`src/rtl/pipelined_shifter.sv`:
```
`default_nettype none
// ============================================================================
// Module     : pipelined_shifter
// Description: Pipelined barrel shifter (SLL/SRL/SRA/ROL/ROR/pass-through).
//              An input register reduces rotate amounts mod N, then S stages
//              each apply a conditional shift of 2^k. Valid/ready handshake
//              with a single global advance enable.
// Revision   : 1.0 - initial release
// ============================================================================
module pipelined_shifter #(
  parameter int N = 32,
  localparam int S = $clog2(N)
) (
  input  logic         clk,
  input  logic         rst_n,
  input  logic         in_valid,
  output logic         in_ready,
  input  logic [N-1:0] in_a,
  input  logic [S-1:0] in_s,
  input  logic [2:0]   in_op,
  output logic         out_valid,
  input  logic         out_ready,
  output logic [N-1:0] out_y,
  output logic         out_zero
);

  localparam logic [2:0] c_op_sll = 3'b000;
  localparam logic [2:0] c_op_srl = 3'b001;
  localparam logic [2:0] c_op_sra = 3'b010;
  localparam logic [2:0] c_op_rol = 3'b011;
  localparam logic [2:0] c_op_ror = 3'b100;

  // N as an (S+1)-bit value; N itself may not fit in S bits
  localparam logic [S:0] c_n = N[S:0];

  // One conditional shift step of a fixed distance sh (always < N).
  // Logical shifts past N accumulate to zero, SRA accumulates to the sign.
  function automatic logic [N-1:0] shift_step(input logic [N-1:0] d,
                                              input logic [2:0]   op,
                                              input logic         sgn,
                                              input int           sh);
    logic [2*N-1:0] w_wide;
    w_wide     = '0;
    shift_step = d;
    case (op)
      c_op_sll: shift_step = d << sh;
      c_op_srl: shift_step = d >> sh;
      c_op_sra: begin
        w_wide     = {{N{sgn}}, d} >> sh;
        shift_step = w_wide[N-1:0];
      end
      c_op_rol: begin
        w_wide     = {d, d} << sh;
        shift_step = w_wide[2*N-1:N];
      end
      c_op_ror: begin
        w_wide     = {d, d} >> sh;
        shift_step = w_wide[N-1:0];
      end
      default:  shift_step = d;
    endcase
  endfunction

  // Index 0 is the input register; index k+1 holds the result of stage k.
  logic         r_vld [0:S];
  logic [N-1:0] r_dat [0:S];
  // Amount is consumed LSB-first: stage k always tests bit 0.
  logic [S-1:0] r_amt [0:S-1];
  logic [2:0]   r_op  [0:S-1];
  logic         r_sgn [0:S-1];
  logic         r_zero;

  logic         w_adv;
  logic         w_is_rot;
  logic [S-1:0] w_s_mod;
  logic [S-1:0] w_s_eff;
  logic         w_unused_amt;

  // Whole pipe moves together unless the output beat is stalled
  assign w_adv     = out_ready | ~r_vld[S];
  assign in_ready  = w_adv;
  assign out_valid = r_vld[S];
  assign out_y     = r_dat[S];
  assign out_zero  = r_zero;

  // in_s < 2^S < 2N, so a single conditional subtract gives in_s mod N
  assign w_s_mod  = ({1'b0, in_s} >= c_n) ? (in_s - c_n[S-1:0]) : in_s;
  assign w_is_rot = (in_op == c_op_rol) || (in_op == c_op_ror);
  assign w_s_eff  = w_is_rot ? w_s_mod : in_s;

  // Upper amount bits are already consumed by the last stage
  assign w_unused_amt = ^r_amt[S-1];

  // Input register: capture operand, reduced amount, op and sign bit
  always_ff @(posedge clk or negedge rst_n) begin
    if (!rst_n) begin
      r_vld[0] <= 1'b0;
      r_dat[0] <= '0;
      r_amt[0] <= '0;
      r_op[0]  <= '0;
      r_sgn[0] <= 1'b0;
    end else if (w_adv) begin
      r_vld[0] <= in_valid;
      if (in_valid) begin
        r_dat[0] <= in_a;
        r_amt[0] <= w_s_eff;
        r_op[0]  <= in_op;
        r_sgn[0] <= in_a[N-1];
      end
    end
  end

  for (genvar k = 0; k < S; k++) begin : g_stage
    logic [N-1:0] w_next;

    assign w_next = r_amt[k][0] ? shift_step(r_dat[k], r_op[k], r_sgn[k], 1 << k)
                                : r_dat[k];

    // Stage k: conditionally shift by 2^k; bubbles move like data
    always_ff @(posedge clk or negedge rst_n) begin
      if (!rst_n) begin
        r_vld[k+1] <= 1'b0;
        r_dat[k+1] <= '0;
      end else if (w_adv) begin
        r_vld[k+1] <= r_vld[k];
        r_dat[k+1] <= w_next;
      end
    end

    if (k < S-1) begin : g_carry
      // Carry op, sign and remaining amount bits to the next stage
      always_ff @(posedge clk or negedge rst_n) begin
        if (!rst_n) begin
          r_amt[k+1] <= '0;
          r_op[k+1]  <= '0;
          r_sgn[k+1] <= 1'b0;
        end else if (w_adv) begin
          r_amt[k+1] <= r_amt[k] >> 1;
          r_op[k+1]  <= r_op[k];
          r_sgn[k+1] <= r_sgn[k];
        end
      end
    end else begin : g_last
      // Zero flag registered alongside the final result
      always_ff @(posedge clk or negedge rst_n) begin
        if (!rst_n) begin
          r_zero <= 1'b1;
        end else if (w_adv) begin
          r_zero <= ~|w_next;
        end
      end
    end
  end

endmodule
`default_nettype wire

```
`config.mk`:
```
export PLATFORM = sky130hd
export DESIGN_NAME = pipelined_shifter
export DESIGN_NICKNAME = d
export VERILOG_FILES = /design/src/rtl/pipelined_shifter.sv
export SDC_FILE = /design/constraint.sdc
export NUM_CORES = 1
export LEC_CHECK = 0
export ABC_AREA = 1
export BUFFER_PORTS_ARGS = -buffer_cell sky130_fd_sc_hd__buf_2
export CAP_MARGIN = 20
export CORE_AREA = 10 10 228 230
export DETAILED_ROUTE_END_ITERATION = 10
export DIE_AREA = 0 0 238 240
export PLACE_DENSITY_LB_ADDON = 0.08
export SETUP_SLACK_MARGIN = 0.2
export SLEW_MARGIN = 20
export SYNTH_ARGS = -nofsm -noshare
export SYNTH_HDL_FRONTEND = slang
export SYNTH_SLANG_ARGS = --single-unit
```
`constraint.sdc`:
```
create_clock -name clk -period 1.64 [get_ports clk]
set_input_delay 0.164 -clock clk [delete_from_list [all_inputs] [get_ports clk]]
set_output_delay 0.164 -clock clk [all_outputs]
set_load 0.01 [all_outputs]
```
==> summary.txt <==
Global route
  • GRT Overall Usage: 16.6%
  • Grt ovf: 0
  • Initial antenna violation count: 0
  • First-pass GRT wire length: 74600 um
  • Largest net degree at the start of global routing: 55
  • Number of global-route vias before repair: 11.7k

STA
  • Slew HR: roughly 63%
  • Fin. max-slew vios: 0
  • Final Cycle Share: 109%
  • Layout Skew: roughly 27 ps
  • Final setup vio count: 40
  • Min Tclk post-route: 1790 ps
  • Setup_tns: -2080 ps
  • Final Worst Setup Slack: -147 ps
  • Hold slack: ~150 ps
  • Fmax: around 560 MHz
  • Final Hold Viols: 0
  • Unrepaired setup endpoints after global routing: true
  • Slew @ Worst Pin: 555 ps

Route
  • Routed wire length per instance: 21.9 um
  • Vias per cell: 4.96
  • DRC Markers: 0
  • Routed wire length: 49300 um
  • Antenna viol nets, final: 0
  • Routed via count: 11.2k
  • Initial DRC Count: 450
  • First-pass DRT Iterations: 4

Die
  • Die Y-Extent: 240 um
  • Die footprint: ~57000 um2
  • Cell Rows: 80
  • Placeable Area: 47300 um2
  • Starting Density: 24.7%
  • Die W: 238 um
  • IO Count: just under 80

Placement
  • HPWL after DPL: 28800 um
  • Routability congestion estimate: 0.763
  • Port-buffer cells: 78

Run status
  • Status: finished, violations left
  • Failing checks: negative setup slack

Run
  • Max_cap viols: 0

Power and ir drop
  • P per Cell Area: 2460 nW/um2
  • Net Sw Frac: 43.6%
  • Switch Pwr: 20.8 mW
  • Pint: 26.8 mW
  • Max VDD drop: around 940 uV
  • Comb pwr share: 63.6%
  • Sequential Power Share: 22.8%
  • Clock power frac: 13.6%
  • Total Power: 47.6 mW
  • Leak Pwr: 8.41 nW

Finish
  • Final net count: 1664
  • Area growth syn-to-layout: 65.4%
  • Commonest non-fill, non-tap cell in the layout: dfrtp_1
  • # diodes: 0
  • Multi-input logic area: 6390 um2
  • Final Core Density: 40.9%
  • Most frequent cells in the layout: dfrtp_1, nand2_1, inv_1
  • Filler cells: 4640
  • Fraction of layout cells with a size suffix above 1: 42.2%
  • Register area: 5840 um2

Setup path
  • Worst R2R Setup Slack: -150 ps
  • Crit path kind: reg2reg
  • Setup crit start: r_op[10]
  • Critical path peak fanout: 6
  • Worst R2R End: r_dat[102]
  • R2r startpoint: r_op[10]
  • Startpoint type of the worst setup path: flip-flop
  • CP required: 2070 ps
  • CP Data Arrival Time: 2220 ps
  • Worst Setup EP: r_dat[102]
  • Worst-case reg-to-reg path depth: 11
  • Crit end category: flip-flop

Synth
  • Yosys top cell area share: between 40% and 50%
  • Mapped Avg Cell Area: around 9 um2
  • Post-Syn Area: between 10000 and 15000 um2
  • Syn Inst Count: 1312
  • Fraction of registers with async set/reset: 100%
  • Unique masters post-synth: 31
  • YS warnings: 0
  • Top cells by area, synth: dfrtp_1, nand2_1, o21ai_0
  • Post-synthesis sequential area ratio: 49.9%
  • Cell taking the most area after synthesis: dfrtp_1
  • Net Count, Synth: around 1.4k
  • EDFF count, synth: 0
  • Predominant post-synthesis flop cell: dfrtp_1
  • Synthesis-stage register bit count: 233

Clock tree
  • Maximum clock path buffer count: 3
  • Htree depth: 1
  • Skew-Pair Late Insertion Delay: 590 ps
  • Clock transition at path regs: 60 ps
  • Total CTS buffers: 30
  • TritonCTS clock tree: built
  • Root buf cell: clkbuf_16
  • Clk sinks: roughly 230

Min path
  • Worst min path class: in2async
[critical path, cell delays in order (launching register included)]
cell,delay [ps]
dfrtp_1,420
nor2_4,70
inv_2,70
nand2_4,60
nand2_4,60
inv_4,50
buf_6,110
buf_6,110
buf_16,130
buf_6,110
o211ai_1,310
o21ai_1,110
[power groups by stage]
stage	sequential, mW	clock (mW)	combinational [mW]
2_1_floorplan	9.84	0	10.4
3_3_place_gp	10.6	0	17.6
3_5_place_dp	10.6	0	17.6
4_1_cts	10.7	6.64	26.7
5_1_grt	11.2	6.84	32.4
6_report	10.8	6.48	30.3
[layer usage]
metal | GRT usage, % | routed length [um]
met5 | 0 | 0
met4 | 3.88 | 1200
met3 | 2.02 | 1500
met2 | 30.2 | 25700
met1 | 20.5 | 20900
[repair_timing]
| item | CTS | global route |
|---|---|---|
| hold buffers | 41 | 0 |
| gates resized for setup | 448 | 185 |
| gates cloned | 38 | 11 |
| setup buffers | 62 | 31 |
| hold endpoints to repair | 195 | 0 |
| pin swaps | 109 | 110 |
| setup endpoints to repair | 194 | 222 |
[through the flow]
| step | cells | worst slack [ps] | cell area (um2) |
|---|---|---|---|
| finish | 2254 | -147 | 19300 |
| global route | 2254 | -270 | 19300 |
| CTS | 2212 | -115 | 18000 |
| detailed placement | 2020 | -178 | 13600 |
| global placement | 2020 | -155 | 13600 |
| floorplan | 1312 | 177 | 11700 |
[Yosys cell counts, types with 11 or more instances]
library cell  count
nand2_1         256
dfrtp_1         232
o21ai_0         179
inv_1           146
o211ai_1        101
o221ai_1         82
clkbuf_1         66
mux2_2           37
buf_4            32
o22ai_1          32
a221oi_1         31
nor2_1           30
buf_2            23
nand3_1          20
a21oi_1          11
[final cells by class]
cell class,count,area share [%]
Sequential cell,233,30.2
Tap cell,615,3.98
Clock buffer,46,4.55
Timing Repair Buffer,403,24.8
Multi-Input combinational cell,802,33.0
Clock inverter,5,0.336
Inverter,150,3.14
[how the worst min path moves through the flow]
stage	slack, ps	from	cells after the start	end
2_1_floorplan	-130	rst_n	0	out_valid
3_3_place_gp	150	rst_n	1	out_y[21]
3_5_place_dp	150	rst_n	1	out_y[21]
4_1_cts	130	in_valid	5	r_op[12]
5_1_grt	150	in_valid	4	r_amt[24]
6_report	150	rst_n	2	out_y[21]
[registers in the layout (all words and copies together), names as in the netlist]
name,count
r_amt,15
r_dat,160
r_sgn,4
r_op,15
out_y,32
out_valid,1
r_vld,5
out_zero,1
[kinds of logic (layout without fill, tap and decap cells)]
logic type	count (synthesis)	count (layout)	share of synthesized area, %
buffers and inverters	279	604	10.4
AO/OA/AOI/OAI	449	449	25.5
AND/OR/NAND/NOR	314	316	10.7
flip-flops	233	233	49.9
multiplexers	37	37	3.56
(Power assumes the default switching activity.)
